### src/rtl/updown_counter_param_if.sv
// Control and status bundle for the parametrised up/down counter.
// Latency: none, signal grouping only.
// Backpressure: none; the counter accepts a command every cycle.
interface updown_counter_param_if #(
   parameter int WIDTH = 16
);
   logic             en;
   logic             up_dn;
   logic             clear;
   logic             load;
   logic [WIDTH-1:0] load_val;
   logic [WIDTH-1:0] counter;
   logic             tc;
   logic             carry;
   logic             ovf;

   modport master (
      output en, up_dn, clear, load, load_val,
      input  counter, tc, carry, ovf
   );

   modport slave (
      input  en, up_dn, clear, load, load_val,
      output counter, tc, carry, ovf
   );
endinterface

### src/rtl/updown_counter_param.sv
// Parametrised up/down counter with clear, load, wrap or saturate and overflow status.
// Latency: counter/carry/ovf update one cycle after the command; tc is combinational.
// Backpressure: none; one step per clock, all commands accepted every cycle.
module updown_counter_param #(
   parameter int     WIDTH    = 16,
   parameter longint MODULUS  = longint'(1) << WIDTH,
   parameter bit     SATURATE = 1'b0
) (
   input logic                 clk,
   input logic                 reset,
   updown_counter_param_if.slave bus
);

   // Refuse to build with a width or modulus outside the supported range.
   generate
      if (WIDTH < 1 || WIDTH > 32 || MODULUS < 2 || MODULUS > (longint'(1) << WIDTH)) begin : g_bad_param
         $fatal(1, "updown_counter_param: illegal WIDTH/MODULUS combination");
      end
   endgenerate

   // Range end and modulus, kept one bit wider so MODULUS = 2**WIDTH is representable.
   localparam logic [WIDTH-1:0] MAX   = WIDTH'(MODULUS - 1);
   localparam logic [WIDTH:0]   MAX_X = (WIDTH+1)'(MODULUS - 1);
   localparam logic [WIDTH:0]   MOD_X = (WIDTH+1)'(MODULUS);

   logic [WIDTH-1:0] count_q, count_d;
   logic             carry_q, carry_d;
   logic             ovf_q,   ovf_d;

   logic [WIDTH:0]   count_x;
   logic [WIDTH:0]   up_x;
   logic [WIDTH:0]   dn_x;
   logic [WIDTH:0]   load_x;
   logic             up_end;
   logic             dn_end;

   // Extended arithmetic: reaching MODULUS going up, or borrowing into the
   // extra bit going down, marks the range end without relying on overflow.
   assign count_x = {1'b0, count_q};
   assign up_x    = count_x + 1'b1;
   assign dn_x    = count_x - 1'b1;
   assign load_x  = {1'b0, bus.load_val};
   assign up_end  = (up_x == MOD_X);
   assign dn_end  = dn_x[WIDTH];

   // Terminal count: high in exactly the cycle whose edge wraps or saturates.
   always_comb begin
      bus.tc = bus.en & ~bus.clear & ~bus.load & ~reset & (bus.up_dn ? up_end : dn_end);
   end

   // Next-state selection in priority order clear, load, enable; reset is in the register.
   always_comb begin
      count_d = count_q;
      carry_d = 1'b0;
      ovf_d   = ovf_q;
      if (bus.clear) begin
         count_d = '0;
         ovf_d   = 1'b0;
      end else if (bus.load) begin
         count_d = (load_x > MAX_X) ? MAX : bus.load_val;
      end else if (bus.en) begin
         if (bus.up_dn) begin
            if (up_end) begin
               count_d = SATURATE ? MAX : '0;
               carry_d = 1'b1;
               ovf_d   = 1'b1;
            end else begin
               count_d = up_x[WIDTH-1:0];
            end
         end else begin
            if (dn_end) begin
               count_d = SATURATE ? '0 : MAX;
               carry_d = 1'b1;
               ovf_d   = 1'b1;
            end else begin
               count_d = dn_x[WIDTH-1:0];
            end
         end
      end
   end

   // State registers with synchronous reset.
   always_ff @(posedge clk) begin
      if (reset) begin
         count_q <= '0;
         carry_q <= 1'b0;
         ovf_q   <= 1'b0;
      end else begin
         count_q <= count_d;
         carry_q <= carry_d;
         ovf_q   <= ovf_d;
      end
   end

   assign bus.counter = count_q;
   assign bus.carry   = carry_q;
   assign bus.ovf     = ovf_q;

endmodule

### src/flat_wrapper.sv
// flat-port wrapper written by rule: the top's interface ports become plain ports
module updown_counter_param_flat 
#(
   parameter int     WIDTH    = 16,
   parameter longint MODULUS  = longint'(1) << WIDTH,
   parameter bit     SATURATE = 1'b0
)
  (clk, reset, bus_en, bus_up_dn, bus_clear, bus_load, bus_load_val, bus_counter, bus_tc, bus_carry, bus_ovf);
  updown_counter_param_if #(.WIDTH(WIDTH)) bus_i ();
  input logic clk;
  input logic reset;
  input wire logic [$bits(bus_i.en)-1:0] bus_en;
  input wire logic [$bits(bus_i.up_dn)-1:0] bus_up_dn;
  input wire logic [$bits(bus_i.clear)-1:0] bus_clear;
  input wire logic [$bits(bus_i.load)-1:0] bus_load;
  input wire logic [$bits(bus_i.load_val)-1:0] bus_load_val;
  output wire logic [$bits(bus_i.counter)-1:0] bus_counter;
  output wire logic [$bits(bus_i.tc)-1:0] bus_tc;
  output wire logic [$bits(bus_i.carry)-1:0] bus_carry;
  output wire logic [$bits(bus_i.ovf)-1:0] bus_ovf;
  assign bus_i.en = bus_en;
  assign bus_i.up_dn = bus_up_dn;
  assign bus_i.clear = bus_clear;
  assign bus_i.load = bus_load;
  assign bus_i.load_val = bus_load_val;
  assign bus_counter = bus_i.counter;
  assign bus_tc = bus_i.tc;
  assign bus_carry = bus_i.carry;
  assign bus_ovf = bus_i.ovf;
  updown_counter_param #(.WIDTH(WIDTH), .MODULUS(MODULUS), .SATURATE(SATURATE)) u_core (.clk(clk), .reset(reset), .bus(bus_i));
endmodule
### config.mk
export PLATFORM = sky130hd
export DESIGN_NAME = updown_counter_param_flat
export DESIGN_NICKNAME = d
export VERILOG_FILES = /design/src/rtl/updown_counter_param_if.sv /design/src/rtl/updown_counter_param.sv /design/src/flat_wrapper.sv
export SDC_FILE = /design/constraint.sdc
export NUM_CORES = 1
export LEC_CHECK = 0
export BUFFER_PORTS_ARGS = -buffer_cell sky130_fd_sc_hd__buf_2
export CORE_UTILIZATION = 57
export DETAILED_ROUTE_END_ITERATION = 8
export GPL_ROUTABILITY_DRIVEN = 0
export HOLD_SLACK_MARGIN = 0.06
export PLACE_DENSITY = 0.91
export SETUP_SLACK_MARGIN = 0.1
export SYNTH_ARGS = -nofsm -noshare
export SYNTH_HDL_FRONTEND = slang
export SYNTH_SLANG_ARGS = --single-unit
### constraint.sdc
create_clock -name clk -period 6 [get_ports clk]
set_input_delay 0.3 -clock clk [delete_from_list [all_inputs] [get_ports clk]]
set_output_delay 0.3 -clock clk [all_outputs]
set_load 0.005 [all_outputs]
Word-level counts from Yosys, hierarchy flattened --
Index checks and enable logic that the tools add are counted.
Operators by class: order comparisons 1, reduce and logical (&&, ||, !) cells 5, equal/unequal tests 2, bitwise gates (word level) 8, $add $sub $neg 2, mux-type cells 13
Operators by type and width (number):
- 16-bit 2-to-1 mux | 6
- 16-bit by 1-bit adder with 17-bit output, second input constant | 1
- 17-bit == test, second input constant | 1
- 16-bit by 1-bit subtractor with 17-bit output, second input constant | 1
- 16-bit greater-than comparator, second input constant | 1
- 1-bit 2-to-1 mux | 7
- 1-bit AND | 4
- 1-bit NOT | 4
- 4-bit AND reduction | 1
- 2-bit nonzero test | 2
- 4-bit OR reduction | 1
- 2-bit by 1-bit inequality test with 1-bit output, second input constant | 1
- 2-bit OR reduction | 1
Word-level totals: word-level logic and storage cells 34, input port bits 22, output and inout bits 19, register bits after elaboration 18

Depth between registers and ports, before layout --
Gate-level depths: netlist of run 1.
depth after elaboration 6, gate-level depth with buffers 7, depth with buffers taken out 7

Worst setup path after synthesis of run 1 --
OpenSTA, ideal clock, no wires.
kind register to output, start register u_core.count_q[0], in the netlist u_core.bus.counter[0], end output port bus_tc, cell stages (with the launch flop) 5, buffers on the path 0, path slack 3.816 ns, data required time 5.700 ns, data arrival time 1.884 ns, path through dfxtp_1 -> nand3_2 -> or4_4 -> or3_2 -> a21oi_2
On the way: word-level cells in the longest chain between the ends 4, elaborated cells between the ends (all ways) 5, classes of those cells add/sub: 2; eq/ne: 1; mux: 1; bitwise: 1
RTL lines:
- start, declared | line updown_counter_param.sv:26 | logic [WIDTH-1:0] count_q, count_d;
- start signal, assigned | line updown_counter_param.sv:89 | count_q <= count_d;
- 16-bit by 1-bit adder with 17-bit output | line updown_counter_param.sv:40 | assign up_x = count_x + 1'b1;
- 17-bit == test | line updown_counter_param.sv:43 | assign up_end = (up_x == MOD_X);
- 1-bit 2-to-1 mux * | line updown_counter_param.sv:48 | bus.tc = bus.en & ~bus.clear & ~bus.load & ~reset & (bus.up_dn ? up_end : dn_end);
- 1-bit AND * | line updown_counter_param.sv:48
- end, declared | line flat_wrapper.sv:18 | output wire logic [$bits(bus_i.tc)-1:0] bus_tc;
Every way passes the cells marked *; elsewhere a longest branch is shown, timed or not.

Worst setup path after layout of run 1 --
start register u_core.count_q[2], in the netlist u_core.bus.counter[2], end output port bus_tc
Same word-level chain as after synthesis.

==> summary.txt, run 1 <==
Share of layout cells above drive strength 1: 24.4%
Main synth FF type: dfxtp_1
Crit Path Max Fanout: 12
Reg2Reg Depth: 5
Post-synthesis simple-gate area fraction: 32.1%
Die Area: 3010 um^2
Worst Hold Depth: 3
Largest family of logic cells by synthesized area: simple AND/OR/NAND/NOR gates
All-Layer GR Usage: 33.1%
Total setup buffers inserted after CTS: 0
Chip width: 54.8 um
Vias: 1778
Max_slew headroom: 47.7%
Number of distinct library cells after synthesis: 53
Commonest non-fill, non-tap cell in the layout: buf_2
Initial antenna violation count: 0
Ant. Diodes: 0
Port-buffer cells: 40
Vias in the first global route: 1494
Kind of critical path: flop to primary output
Final setup TNS: 0 ns
Clock Sinks: 18
Crit end category: primary output
Pwr Total: 0.314 mW
Fmax: 0.354 GHz
Status: finished clean
Clock Path Buffers: 2
Async set-reset flop share out of synthesis: 0%
Compound-gate portion of the synthesized area: 25.0%
Detailed Place HPWL: 3120 um
Crit path time final: 2.83 ns
Vias per Instance: 6.54
# Max-Cap Violations: 0
Mean post-synth cell area: 7.37 um^2
Post-synth EDFFs: 0
Most frequent cells in the layout: buf_2 (40), dfxtp_1 (18), nor2_1 (17)
Measured slew at the worst slew-check pin: 0.782 ns
Leak pwr: 0.688 nW
WL per Instance: 16.4 um
Final Hold Viols: 0
PwrDens: 175 nW/um^2
CTS tree: done
RSZ-0062 raised after global routing: no
Largest net degree at the start of global routing: 28
Hold WC Path Type: input port to flop
R2r startpoint: u_core.bus.counter[2]
Die height: 54.8 um
Crit path DAT: 2.53 ns
Final worst path period share: 47.1%
Synthesized Nets: 241
Required @ worst endpoint: 5.70 ns
Startpoint Class: flop
Hold wc startpoint: bus_load_val[14]
Setup Skew: 0.00127 ns
Hold-fix buffers at CTS: 0
First-pass GRT wire length: 7090 um
First-pass DRT Iterations: 4
Starting DRC count in detailed routing: 96
CTS Root Cell: clkbuf_4
Fin nets: 268
CTS H-tree lvls: 1
Setup ws final: 3.17 ns
Synth warnings: 0
Final ANT Viol Nets: 0
# IOs: 41
Synthesized instance count: 216
Total grt overflow: 0
Post-Synth Adder-Cell Area: 2.36%
Routed WL: 4460 um
CTS Buf Count: 3
Post-synthesis sequential area ratio: 22.6%
WHS: 0.223 ns
Area Overhead vs Synth: 12.7%
Post-synthesis mux area share: 2.04%
Clock Pin Slew Worst Setup and Hold Paths: 0.12 ns
Synthesized cell area: 1590 um^2
Row count: 18
Synth Area in XOR/XNOR: 8.81%
Post-Place Setup Slack: 3.56 ns
Initial Util: 62.0%
Hold Path Sink: u_core.bus.counter[14]
Pins Over Slew Limit: 0
R2r endpoint: u_core.bus.counter[11]
VDD IR max: 159 uV
Flop-to-flop setup slack: 3.61 ns
Remaining routing DRC violations: 0
Setup-failing EPs final: 0
Core area: 2570 um^2
#FFs+latches synth: 18
Post-CTS sizing: 0
Worst skew pair latency: 0.30 ns
==> kinds of logic after synthesis <==
| logic type | count (synthesis) |
|---|---|
| buf+inv | 28 |
| flops | 18 |
| fa+ha+maj | 3 |
| mux | 3 |
| simple gates | 90 |
| compound gates | 58 |
| xor+xnor | 16 |
==> where the power goes <==
group	internal [mW]	switching (mW)	total (mW)	leakage, nW
clock	0.0370	0.0437	0.0807	0.0210
sequential	0.125	0.0128	0.138	0.147
combinational	0.0417	0.0535	0.0952	0.520
==> routing by layer <==
metal	vias to the layer above	share of wire, %	global-route usage [%]
met4	0	1.3	13.2
met5	-	0	0
met2	104	46	52.2
met1	811	43	45.0
li1	855	-	-
met3	8	9.9	3.89
==> final cells by class <==
type	instances	area (um^2)
repair buffers	41	208
fillers	224	773
multi-input cells	170	1120
flip-flops and latches	18	360
inverters	9	33.8
clock buffers	4	36.3
well taps	30	37.5
==> registers in the layout, indices dropped and copies added, names as in the netlist <==
register / flops
u_core.bus.carry: 1
u_core.bus.counter: 16
u_core.bus.ovf: 1
==> cells in the mapped netlist (all sizes together), types with 2 or more instances <==
master   n  area share (%)
a221o    3             1.9
dfxtp   18              23
nor3b    6             2.8
xnor2   11             6.1
ha       3             2.4
or2      3             1.2
o211ai   2            0.94
or3      3             1.3
or4      5             2.8
nor2    18             4.4
a211oi   2            0.94
mux2     2             1.4
xor2     5             2.8
clkbuf  11             2.6
a21boi   2            0.94
nor4     5             2.4
o21ai   12             3.8
o311ai   3             2.8
a31oi    2            0.79
nand3   13             4.4
a21oi   17             5.6
nand2   10             2.4
nor3    10             3.1
nand4    8             3.1
nand2b   4             1.6
inv      8             1.9
o22ai    5             2.0
a21o     2            0.94
buf      8             2.4
==> worst max-delay path, stage by stage (launching register included) <==
cell	delay [ns]
dfxtp_1	0.58
nand3_2	0.18
or4_4	0.61
or3_2	0.54
a21oi_2	0.19
buf_2	0.14
==> per-stage QoR <==
stage | instances | instance area [um^2] | utilization (%)
after global placement | 268 | 1760 | 68.5
final | 272 | 1790 | 69.9
after detailed placement | 268 | 1760 | 68.5
after floorplan | 216 | 1590 | -
after CTS | 272 | 1790 | 69.9
after global routing | 272 | 1790 | 69.9
==> how the worst max path moves through the flow <==
stage                          start     end  cells past startpoint
2_1_floorplan  u_core.bus.counter[0]  bus_tc                      4
3_3_place_gp   u_core.bus.counter[2]  bus_tc                      5
3_5_place_dp   u_core.bus.counter[2]  bus_tc                      5
4_1_cts        u_core.bus.counter[2]  bus_tc                      5
5_1_grt        u_core.bus.counter[2]  bus_tc                      5
6_report       u_core.bus.counter[2]  bus_tc                      5
(Power assumes the default switching activity.)
==> inputs of run 2 (changes only) <==
ABC_AREA = 1   (was default)
CORE_UTILIZATION = 55   (was 57)
PLACE_DENSITY = 0.87   (was 0.91)
clock period = 2.9 ns   (was 6 ns; I/O delays follow)
==> summary.txt, run 2 <==
# Max-Cap Violations: 0 (unchanged)
Detailed Place HPWL: 3720 um (was 3120 um)
R2r startpoint: u_core.bus.counter[0] (was u_core.bus.counter[2])
Post-synthesis sequential area ratio: 19.4% (was 22.6%)
Status: finished clean (unchanged)
Total net switching power: 0.276 mW (was 0.110 mW)
Vias per Instance: 5.57 (was 6.54)
Final Hold Viols: 0 (unchanged)
Max_slew headroom: 53.2% (was 47.7%)
Commonest non-fill, non-tap cell in the layout: nand2_1 (was buf_2)
Crit path launch: u_core.bus.counter[0] (was u_core.bus.counter[2])
Area share of the largest cell type after synthesis: 19.4% (was 22.6%)
Vias in the first global route: 1903 (was 1494)
Vias: 2051 (was 1778)
First-pass GRT wire length: 8370 um (was 7090 um)
Share of layout cells above drive strength 1: 25.6% (was 24.4%)
Crit end category: primary output (unchanged)
Pins Over Slew Limit: 0 (unchanged)
Kind of critical path: flop to primary output (unchanged)
Leak pwr: 1.01 nW (was 0.688 nW)
Area leader, netlist: dfxtp_1 (unchanged)
All-Layer GR Usage: 31.0% (was 33.1%)
Final worst path period share: 72.1%
First-pass DRT Iterations: 5 (was 4)
Initial antenna violation count: 0 (unchanged)
Main synth FF type: dfxtp_1 (unchanged)
Hold WC Path Type: input port to flop (unchanged)
Final ANT Viol Nets: 0 (unchanged)
Initial Util: 59.5% (was 62.0%)
Die height: 60.2 um (was 54.8 um)
Hold wc startpoint: bus_load_val[4] (was bus_load_val[14])
RSZ-0062 raised after global routing: no (unchanged)
Total setup buffers inserted after CTS: 0 (unchanged)
Synthesized cell area: 1860 um^2 (was 1590 um^2)
Chip width: 60.2 um (was 54.8 um)
CTS Root Cell: clkbuf_4 (unchanged)
Most frequent cells in the layout: nand2_1 (92), buf_2 (40), nor2_1 (26) (was buf_2 (40), dfxtp_1 (18), nor2_1 (17))
Final Cell Area: 2000 um^2 (was 1790 um^2)
Largest register FFs: 16 (unchanged)
Crit path time final: 2.09 ns
Starting DRC count in detailed routing: 103 (was 96)
Fin nets: 350 (was 268)
Startpoint Class: flop (unchanged)
Number of distinct library cells after synthesis: 31 (was 53)
Routed WL: 5120 um (was 4460 um)
Post-CTS sizing: 0 (unchanged)
Row count: 20 (was 18)
Synth warnings: 0 (unchanged)
Ant. Diodes: 0 (unchanged)
Most common cell in the netlist: nand2_1 (was dfxtp_1)
Hold-fix buffers at CTS: 0 (unchanged)
Clock Path Buffers: 2 (unchanged)
Largest net degree at the start of global routing: 18 (was 28)
Fmax: 0.478 GHz
Crit Path Max Fanout: 7 (was 12)
Final Core Density: 64.0% (was 69.9%)
Most frequent cells after synthesis: nand2_1 (92), nor2_1 (26), nand3_1 (21) (was dfxtp_1 (18), nor2_1 (17), a21oi_1 (16))
Clock power frac: 24.7% (was 25.7%)
Seq pwr share: 40.4% (was 43.9%)
Mean post-synth cell area: 6.29 um^2 (was 7.37 um^2)
Clock Sinks: 18 (unchanged)
Final setup TNS: 0 ns (unchanged)
Cell-internal power: 0.428 mW (was 0.204 mW)
Synthesized Nets: 321 (was 241)
Synthesized instance count: 296 (was 216)
Required @ worst endpoint: 2.76 ns (was 5.70 ns)
CTS Buf Count: 3 (unchanged)
Measured slew at the worst slew-check pin: 0.702 ns (was 0.782 ns)
# IOs: 41 (unchanged)
Core area: 3130 um^2 (was 2570 um^2)
VDD IR max: 315 uV (was 159 uV)
WL per Instance: 13.9 um (was 16.4 um)
Area Overhead vs Synth: 7.53% (was 12.7%)
Async set-reset flop share out of synthesis: 0% (unchanged)
Combinational power share: 34.8% (was 30.3%)
Die Area: 3620 um^2 (was 3010 um^2)
Post-Place Setup Slack: 1.18 ns (was 3.56 ns)
Setup-failing EPs final: 0 (unchanged)
Crit path DAT: 1.95 ns (was 2.53 ns)
Total grt overflow: 0 (unchanged)
Post-synth EDFFs: 0 (unchanged)
PwrDens: 352 nW/um^2 (was 175 nW/um^2)
CTS H-tree lvls: 1 (unchanged)
Port-buffer cells: 40 (unchanged)
Clock Pin Slew Worst Setup and Hold Paths: 0.12 ns (about the same)
Area contributors post-synth: dfxtp_1 (19%), nand2_1 (19%), xor2_1 (7.1%) (was dfxtp_1 (23%), xnor2_1 (6.1%), a21oi_1 (5.0%))
Setup Skew: 0.00879 ns (was 0.00127 ns)
Setup ws final: 0.808 ns (was 3.17 ns)
Remaining routing DRC violations: 0 (unchanged)
CTS tree: done (unchanged)
Worst skew pair latency: 0.32 ns (was 0.30 ns)
Net Sw Frac: 39.2% (was 35.1%)
Fillcell total: 298 (was 224)
#FFs+latches synth: 18 (unchanged)
DP Area: 1960 um^2 (was 1760 um^2)
==> run 2: power groups by stage <==
stage	Sequential, mW	Clock (mW)	Combinational [mW]
2_1_floorplan	0.275	0	0.203
3_5_place_dp	0.289	0	0.239
5_1_grt	0.287	0.189	0.274
6_report	0.285	0.174	0.245
4_1_cts	0.284	0.173	0.241
3_3_place_gp	0.288	0	0.238
==> run 2: critical path, stage by stage, from the launching register on <==
cell and delay (ns):
dfxtp_1 0.49, inv_1 0.11, ha_1 0.30, nand2_2 0.14, nor2_4 0.06, nand2_4 0.11
nand2_1 0.10, nand3_1 0.16, inv_1 0.05, buf_2 0.12
==> run 2: worst paths after layout <==
kind / to / slack [ns] / cells past startpoint
min reg2reg: u_core.bus.ovf / 0.48 / 2
min: u_core.bus.counter[4] / 0.1 / 3
max reg2reg: u_core.bus.counter[6] / 1.12 / 11
max: bus_tc / 0.81 / 9
==> run 2: metrics by stage <==
step / std cells / hold slack, ns / total power [mW]
2_1_floorplan: 296 / 0.308 / 0.478
3_3_place_gp: 364 / 0.412 / 0.527
3_5_place_dp: 364 / 0.432 / 0.528
4_1_cts: 368 / 0.101 / 0.698
5_1_grt: 368 / 0.0914 / 0.750
6_report: 368 / 0.0991 / 0.704
==> run 2: cells by family after synthesis <==
group	after synthesis	share of synthesized area [%]
simple gates	174	44.0
buf+inv	44	13.8
compound gates	40	12.8
flops	18	19.4
xor+xnor	17	8.00
fa+ha+maj	3	2.02
==> run 2: cell type report <==
type                    count  area [um^2]  share of cell area (%)
inverters                  28          105                    5.25
multi-input cells         234         1240                    62.2
repair buffers             40          200                    10.0
flip-flops and latches     18          360                    18.0
clock buffers               4         36.3                    1.81
well taps                  44         55.1                    2.75
==> run 2: layer usage <==
metal | wire length [um] | global-route usage (%) | vias to the layer above
li1 | - | - | 992
met1 | 2120 | 38.6 | 922
met2 | 2360 | 49.8 | 113
met3 | 482 | 5.84 | 24
met4 | 154 | 16.9 | 0
met5 | 0 | 0 | -
